### config.mk
export PLATFORM = sky130hd
export DESIGN_NAME = uctl_evt_queue
export DESIGN_NICKNAME = d
export VERILOG_FILES = /design/src/rtl/uctl_evt_queue.sv
export SDC_FILE = /design/constraint.sdc
export NUM_CORES = 1
export LEC_CHECK = 0
export BUFFER_PORTS_ARGS = -buffer_cell sky130_fd_sc_hd__buf_2
export CAP_MARGIN = 0
export CELL_PAD_IN_SITES_DETAIL_PLACEMENT = 1
export CELL_PAD_IN_SITES_GLOBAL_PLACEMENT = 2
export CORE_MARGIN = 3
export CORE_UTILIZATION = 36
export CTS_CLUSTER_DIAMETER = 120
export DETAILED_ROUTE_END_ITERATION = 10
export PLACE_DENSITY_LB_ADDON = 0.1
export SKIP_CTS_REPAIR_TIMING = 1
export SLEW_MARGIN = 40
export SYNTH_ARGS = -nofsm -noshare
export SYNTH_HDL_FRONTEND = slang
export SYNTH_SLANG_ARGS = --single-unit
### constraint.sdc
create_clock -name clock -period 2.3 [get_ports clock]
set_clock_uncertainty 0.2 [all_clocks]
set_input_delay 0.23 -clock clock [delete_from_list [all_inputs] [get_ports clock]]
set_output_delay 0.23 -clock clock [all_outputs]
set_load 0.03 [all_outputs]
### src/rtl/uctl_evt_queue.sv
`default_nettype none
// ============================================================================
//  Module      : uctl_evt_queue
//  Description : Core-clock event queue behind the pulse-stretcher CDC stage.
//                Buffers single-cycle event pulses and their data words in a
//                small show-ahead FIFO. It raises a registered, coalesced
//                interrupt and records drops in a sticky overflow flag,
//                because the producer cannot be stalled.
//  Options     : UCTL_EVTQ_TIMEOUT_EN - when defined, adds an age counter.
//                The interrupt then also fires when the head entry has
//                waited TIMEOUT cycles.
//  Revision    : 1.0 - initial release
// ============================================================================
module uctl_evt_queue #(
    parameter int DATA_WD = 8,   // event data word width
    parameter int DEPTH   = 4,   // FIFO entries, power of two, >= 2
    parameter int CNT_WD  = 3,   // log2(DEPTH)+1
    parameter int TIMEOUT = 255  // age limit in cycles, >= 1
) (
    input  logic               clock,
    input  logic               clockRst,
    input  logic               evtValid,
    input  logic [DATA_WD-1:0] evtData,
    input  logic               rdReq,
    output logic               rdValid,
    output logic [DATA_WD-1:0] rdData,
    output logic [CNT_WD-1:0]  count,
    output logic               overflow,
    input  logic               ovfClr,
    input  logic [CNT_WD-1:0]  coalThresh,
    output logic               irq
);

    // ------------------------------------------------------------------------
    // Derived constants
    // ------------------------------------------------------------------------
    localparam int                PTR_WD   = (DEPTH > 1) ? $clog2(DEPTH) : 1;
    localparam logic [CNT_WD-1:0] c_depth  = CNT_WD'(DEPTH);
    localparam logic [CNT_WD-1:0] c_cntOne = CNT_WD'(1);
    localparam logic [PTR_WD-1:0] c_ptrOne = PTR_WD'(1);

    // ------------------------------------------------------------------------
    // Storage and bookkeeping registers
    // ------------------------------------------------------------------------
    logic [DATA_WD-1:0] r_mem [DEPTH];
    logic [PTR_WD-1:0]  r_wrPtr;
    logic [PTR_WD-1:0]  r_rdPtr;
    logic [CNT_WD-1:0]  r_count;
    logic               r_overflow;
    logic               r_irq;

    // ------------------------------------------------------------------------
    // Handshake decode
    // ------------------------------------------------------------------------
    logic               w_notEmpty;
    logic               w_full;
    logic               w_pop;
    logic               w_push;
    logic               w_drop;
    logic [CNT_WD-1:0]  w_thresh;
    logic               w_countIrq;
    logic               w_ageExpired;

    assign w_notEmpty = (r_count != '0);
    assign w_full     = (r_count == c_depth);

    // A pop is honoured only while something is queued.
    assign w_pop      = rdReq && w_notEmpty;

    // A full queue still accepts an event when the head leaves this cycle:
    // the freed slot is reused and the count stays at DEPTH.
    assign w_push     = evtValid && (!w_full || w_pop);

    // Without a slot to land in, the event is lost and only flagged.
    assign w_drop     = evtValid && w_full && !w_pop;

    // A threshold of zero would make the interrupt fire on an empty queue,
    // so it is promoted to one.
    assign w_thresh   = (coalThresh == '0) ? c_cntOne : coalThresh;
    assign w_countIrq = (r_count >= w_thresh);

    // ------------------------------------------------------------------------
    // Outputs are driven from registers only
    // ------------------------------------------------------------------------
    assign rdValid  = w_notEmpty;
    assign rdData   = w_notEmpty ? r_mem[r_rdPtr] : '0;
    assign count    = r_count;
    assign overflow = r_overflow;
    assign irq      = r_irq;

    // Data array write; contents are don't-care after reset since count gates rdData.
    always_ff @(posedge clock) begin
        if (w_push) begin
            r_mem[r_wrPtr] <= evtData;
        end
    end

    // Write pointer advances on every accepted event, wrapping modulo DEPTH.
    always_ff @(posedge clock or posedge clockRst) begin
        if (clockRst) begin
            r_wrPtr <= '0;
        end else if (w_push) begin
            r_wrPtr <= r_wrPtr + c_ptrOne;
        end
    end

    // Read pointer advances on every honoured pop, wrapping modulo DEPTH.
    always_ff @(posedge clock or posedge clockRst) begin
        if (clockRst) begin
            r_rdPtr <= '0;
        end else if (w_pop) begin
            r_rdPtr <= r_rdPtr + c_ptrOne;
        end
    end

    // Occupancy: simultaneous push and pop leave it unchanged, even when full.
    always_ff @(posedge clock or posedge clockRst) begin
        if (clockRst) begin
            r_count <= '0;
        end else if (w_push && !w_pop) begin
            r_count <= r_count + c_cntOne;
        end else if (w_pop && !w_push) begin
            r_count <= r_count - c_cntOne;
        end
    end

    // Sticky overflow: a drop in the same cycle as a clear keeps it set.
    always_ff @(posedge clock or posedge clockRst) begin
        if (clockRst) begin
            r_overflow <= 1'b0;
        end else if (w_drop) begin
            r_overflow <= 1'b1;
        end else if (ovfClr) begin
            r_overflow <= 1'b0;
        end
    end

`ifdef UCTL_EVTQ_TIMEOUT_EN
    // ------------------------------------------------------------------------
    // Age of the oldest entry: restarts whenever the queue is empty or the
    // head is consumed, and saturates at the limit so the interrupt holds.
    // ------------------------------------------------------------------------
    if (1) begin : g_ageCounter
        localparam int                AGE_WD    = (TIMEOUT > 0) ? $clog2(TIMEOUT + 1) : 1;
        localparam logic [AGE_WD-1:0] c_timeout = AGE_WD'(TIMEOUT);
        localparam logic [AGE_WD-1:0] c_ageOne  = AGE_WD'(1);

        logic [AGE_WD-1:0] r_age;

        // Age counter: clear on empty or pop, otherwise count up to the limit.
        always_ff @(posedge clock or posedge clockRst) begin
            if (clockRst) begin
                r_age <= '0;
            end else if (!w_notEmpty || w_pop) begin
                r_age <= '0;
            end else if (r_age != c_timeout) begin
                r_age <= r_age + c_ageOne;
            end
        end

        assign w_ageExpired = (r_age == c_timeout);
    end
`else
    // Without the age counter the timeout term never contributes.
    assign w_ageExpired = 1'b0;

    // Keeps the otherwise idle TIMEOUT parameter referenced.
    logic [31:0] w_unusedTimeout;
    assign w_unusedTimeout = 32'(TIMEOUT);
`endif

    // Interrupt register: one-cycle lag behind count (and age) by construction.
    always_ff @(posedge clock or posedge clockRst) begin
        if (clockRst) begin
            r_irq <= 1'b0;
        end else begin
            r_irq <= w_countIrq || w_ageExpired;
        end
    end

endmodule
`default_nettype wire

# Word level (Yosys, flattened, before mapping)

Memories as Yosys holds them, arrays and structs flattened.
Cells that the tools add are included.

Output and inout bits: 14
Memories: 1
Logic and storage cells: 34
Register bits after elaboration: 9
Input bits: 16
RAM bits: 32

Memory list:

| name  | words | bits a word | rd ports | clocked after memory_dff | write ports | RTL line | RTL |
|---|---|---|---|---|---|---|---|
| r_mem | 4     | 8           | 1        | 0                        | 1           | 45       | `logic [DATA_WD-1:0] r_mem [DEPTH];` |

Multiplexer cells: 8
Magnitude comparators: 1
Add/sub/neg operators: 4
Reduce and logical (&&, ||, !) cells: 14
Equality and inequality tests: 1

Operator list:

| operator              | count |
|---|---|
| $mux W3               | 3 |
| $mux W8               | 1 |
| $logic_and A1 B1 Y1   | 6 |
| $add A2 B1 Y2 const B | 2 |
| $mux W1               | 4 |
| $reduce_bool A2 Y1    | 2 |
| $add A3 B1 Y3 const B | 1 |
| $eq A3 B3 Y1 const B  | 1 |
| $ge A3 B3 Y1          | 1 |
| $logic_not A1 Y1      | 3 |
| $logic_not A3 Y1      | 1 |
| $reduce_bool A3 Y1    | 1 |
| $sub A3 B1 Y3 const B | 1 |
| $logic_or A1 B1 Y1    | 1 |

# Logic depth before layout (Yosys ltp)

Depth in word-level cells: 8
Gate-level depth with buffers: 9
Depth with buffers taken out: 8

# Worst setup path before layout

Ideal clock, no wire load.

Path type: register to register
Start: register r_count[0] (netlist: count[0])
End: register r_count[1] (netlist: count[1])
Data required time: 1.975 ns
Library setup time: 0.125 ns
Cell stages (with the launch flop): 8
Clock period less this slack: 2.334 ns
Arrival: 2.010 ns
Setup slack: -0.034 ns
Path buffers: 1
Cell sequence: dfrtp_1 nor4b_2 nor2b_1 buf_6 ha_1 inv_1 fa_1 mux2_2

Longest elaborated chain between the ends: 7
Elaborated cells on any way between the ends: 15
Classes of those cells: add/sub (2); eq/ne (1); mux (2); reduce/logical (10)

RTL lines:

| item                                                    | RTL line | RTL |
|---|---|---|
| from (decl)                                             | 48       | `logic [CNT_WD-1:0] r_count;` |
| from (signal assigned)                                  | 121      | `r_count <= r_count + c_cntOne;` |
| from (signal assigned)                                  | 123      | `r_count <= r_count - c_cntOne;` |
| $eq A3 B3 Y1 or $reduce_bool A3 Y1 (tied branches)      | 65, 64   |  |
| $logic_not A1 Y1 or $logic_and A1 B1 Y1 (tied branches) | 72, 68   |  |
| $logic_or A1 B1 Y1 *                                    | 72       | `assign w_push = evtValid && (!w_full \|\| w_pop);` |
| $logic_and A1 B1 Y1 *                                   | 72       |  |
| via w_push                                              | 58       | `logic w_push;` |
| $logic_not A1 Y1                                        | 122      | `end else if (w_pop && !w_push) begin` |
| $logic_and A1 B1 Y1                                     | 122      |  |
| $reduce_bool A2 Y1 (no line)                            | -        |  |

Mark *: on every way through the listed nets, which the timed path passes. The rest lies on a longest branch. The select of a mux whose other input is x is not followed.
A chain may end at the register's enable or synchronous reset.

# Worst setup path after layout

Start: register r_count[0] (netlist: count[0])
End: register r_count[2] (netlist: count[2])

Longest elaborated chain between the ends: 7
Elaborated cells on any way between the ends: 15
Classes of those cells: add/sub (2); eq/ne (1); mux (2); reduce/logical (10)

RTL lines:

| item |
|---|
| branches (longest 7 deep; another with $sub A3 B1 Y3) |

Several ways; the timed one is not identified. The select of a mux whose other input is x is not followed.

==> out/qor.txt <==
predominant post-synthesis flop cell: sky130_fd_sc_hd__edfxtp_1
total number of placement rows: 24
Area Overhead vs Synth: 29.5%
multi-input combinational cell area: 549 um^2
largest net degree at the start of global routing: 13
Skew-Pair Late Insertion Delay: 0.29 ns
number of DRC violations after detailed-routing iteration 0: 55
initial antenna violation count: 0
Starting Density: 38.9%
register area share after synthesis: 66.8%
total length of routed wires: 3580 um
Worst Setup Slack, final: 0.0982 ns
TritonCTS clock tree: built
WP data arrival: 2.21 ns
buffers from clock root to sink, at most: 2
number of inserted diodes: 0
Syn Area/Cell: 17.4 um^2
horizontal die dimension: 76.2 um
share of synthesized flip-flops with an asynchronous set or reset: 22.0%
capturing point of the worst reg2reg path: count[2]
core region area: 4560 um^2
TritonCTS buffer count: 5
clock sink count: 41
cell taking the most area after synthesis: sky130_fd_sc_hd__edfxtp_1
number of endpoints failing setup at the final stage: 0
list of cells traversed by the critical path: or3_4 > nand2_4 > ha_2 > inv_1 > fa_2 > xor2_1 > nor2_1 > xor2_1
register bit count reported by yosys: 41
crit path buf inv count: 1
layout cells sized above 1: 40.8%
Highest Clock Rate: 454 MHz
IR Drop Worst-Case VDD: 0.000659 V
Syn Std Cell Area: 1780 um^2
top post-synthesis cells by area: sky130_fd_sc_hd__edfxtp_1, sky130_fd_sc_hd__dfrtp_1, sky130_fd_sc_hd__mux4_2
transition time at the pin with the least slew margin: 0.470 ns
number of nets still failing antenna checks after routing: 0
Crit path largest cell delay: 0.43 ns
most frequent cell after synthesis: sky130_fd_sc_hd__edfxtp_1
reg2reg path depth: 8
Final Cycle Share: 95.7%
via count: 1005
Die Outline Area: 5810 um^2
count of pins on the block boundary: 30
Unique masters post-synth: 25
input/output buffers: 29
static leakage power: 0.922 nW
max-cap violation count: 0
leading post-synthesis cells by instance count: sky130_fd_sc_hd__edfxtp_1, sky130_fd_sc_hd__and2_1, sky130_fd_sc_hd__dfrtp_1
Yosys top cell area share: 54.1%
Total Negative Setup Slacks: 0 ns
hold path start: rdReq
filler cell count: 465
final weighted congestion in routability-driven placement: 0.691
Gate Count Post-Synth: 102
first-pass GRT wire length: 5430 um
source of the worst register-to-register timing path: count[0]
GRT Overall Usage: 12.4%
kind of launch point of the worst setup path: flip-flop
Relative slew margins: 68.6%
result of the run: complete, no violations
Post-synth EDFFs: 32
dpl hpwl: 2420 um
total of warnings raised by yosys: 0
CP most frequent cell: sky130_fd_sc_hd__xor2_1
top cell family by delay on the critical path: simple AND/OR/NAND/NOR gates
synthesized net count: 127
routed len/inst: 16.1 um
setup slack on the worst flop-to-flop path: 0.1 ns
remaining global-route overflow: 0
path class of the lowest-slack min-delay path: input port to flip-flop
kind of end point of the critical path: flip-flop
placement-stage worst setup slack: -0.0139 ns
Critical Setup Path Class: flip-flop to flip-flop
number of instances on the worst hold path: 3
Pwr per Cell Area: 1330 nW/um^2
H-tree levels: 2
count of endpoints failing hold in the final timing report: 0
number of global-route vias before repair: 1068
Die Y: 76.2 um
clock-pin slew on the worst setup and hold paths: 0.07 ns
max-slew violations: 0
number of cells after detailed placement: 198
post-route minimum period: 2.20 ns
total iterations of the first detailed-routing run: 4
number of DRC violations after detailed routing: 0
power after layout: 3.05 mW
layout net count: 181
count of non-filler cells in the finished layout: 222
sequential standard cell area: 1190 um^2
biggest fanout along the worst timing path: 3
required time at the endpoint of the critical path: 2.31 ns
crit path max-delay cell type: sky130_fd_sc_hd__dfrtp_2
CTS Root Buffer Type: sky130_fd_sc_hd__clkbuf_8
destination of the worst hold path: r_rdPtr[0]
routed via count divided by cell count: 4.53
==> area by class of cell <==
class                      instances  share of cell area, %
sequential                        41                   51.8
inverter                           8                   1.31
clock buffer                       6                   3.16
multi-input combinational         49                   23.9
timing repair buffer              51                   14.9
tap                               65                   3.54
clock inverter                     2                   1.47
==> flip-flops by register name (all words and copies together) (netlist names) <==
name / cells
count: 3
irq: 1
overflow: 1
r_mem: 32
r_rdPtr: 2
r_wrPtr: 2
==> kinds of logic after synthesis <==
| family | Yosys count | synth area share [%] |
|---|---|---|
| AOI/OAI and AO/OA | 4 | 1.55 |
| xor gates and xnor gates | 6 | 2.96 |
| adders and majority gates | 9 | 6.77 |
| buffers and inverters | 12 | 3.24 |
| DFF | 41 | 66.8 |
| muxes | 10 | 11.6 |
| and+or+nand+nor | 20 | 7.05 |
==> cell usage in the layout (no fill, tap or decap), types with 2 or more instances in the layout <==
cell type / n
sky130_fd_sc_hd__clkbuf_8: 5
sky130_fd_sc_hd__dfrtp_2: 3
sky130_fd_sc_hd__dlygate4sd3_1: 11
sky130_fd_sc_hd__buf_2: 29
sky130_fd_sc_hd__xnor2_1: 4
sky130_fd_sc_hd__and2_1: 12
sky130_fd_sc_hd__inv_1: 8
sky130_fd_sc_hd__a21o_1: 2
sky130_fd_sc_hd__ha_1: 7
sky130_fd_sc_hd__mux4_2: 8
sky130_fd_sc_hd__buf_4: 10
sky130_fd_sc_hd__edfxtp_1: 32
sky130_fd_sc_hd__xor2_1: 2
sky130_fd_sc_hd__dfrtp_1: 6
==> worst max path at each step <==
stage / start / end / slack, ns / depth (start not counted)
after floorplan: count[2] / count[2] / 0.01 / 8
after global placement: count[0] / count[2] / 0.08 / 8
after detailed placement: count[0] / count[2] / -0.01 / 8
after CTS: count[0] / count[2] / -0.04 / 8
after global routing: count[0] / count[2] / -0.04 / 8
final: count[0] / count[2] / 0.1 / 8
==> layer usage <==
layer  vias up  wire length [um]  part of all wire, %  track usage (%)
li1        477                 -                    -                -
met1       498              1530                   43             15.3
met2        25              1860                   52             20.4
met3         5               140                  3.9             3.19
met4         0                51                  1.4             5.98
met5         -                 0                    0                0
==> where the power goes <==
| group | leakage [nW] | total (mW) | switching [mW] | internal [mW] |
|---|---|---|---|---|
| combinational | 0.471 | 1.36 | 0.748 | 0.613 |
| sequential | 0.398 | 1.14 | 0.128 | 1.01 |
| clock | 0.0528 | 0.556 | 0.236 | 0.320 |
| total | 0.922 | 3.05 | 1.11 | 1.94 |
==> worst register-to-register path: cells and delay by family, from the launching register on <==
family	cells	cell delay (ns)
buffers and inverters	1	0.05
adders and majority gates	2	0.50
DFF	1	0.43
xor gates and xnor gates	2	0.32
and+or+nand+nor	3	0.61
==> per-stage QoR <==
step / hold WS (ns) / area (um^2) / util, %
floorplan: -0.142 / 1780 / -
global placement: 0.0133 / 2020 / 44.3
detailed placement: 0.0305 / 2020 / 44.3
CTS: -0.303 / 2130 / 46.6
global route: 0.0417 / 2300 / 50.4
finish: 0.0420 / 2300 / 50.4
Power figures use the tool's default switching activity.
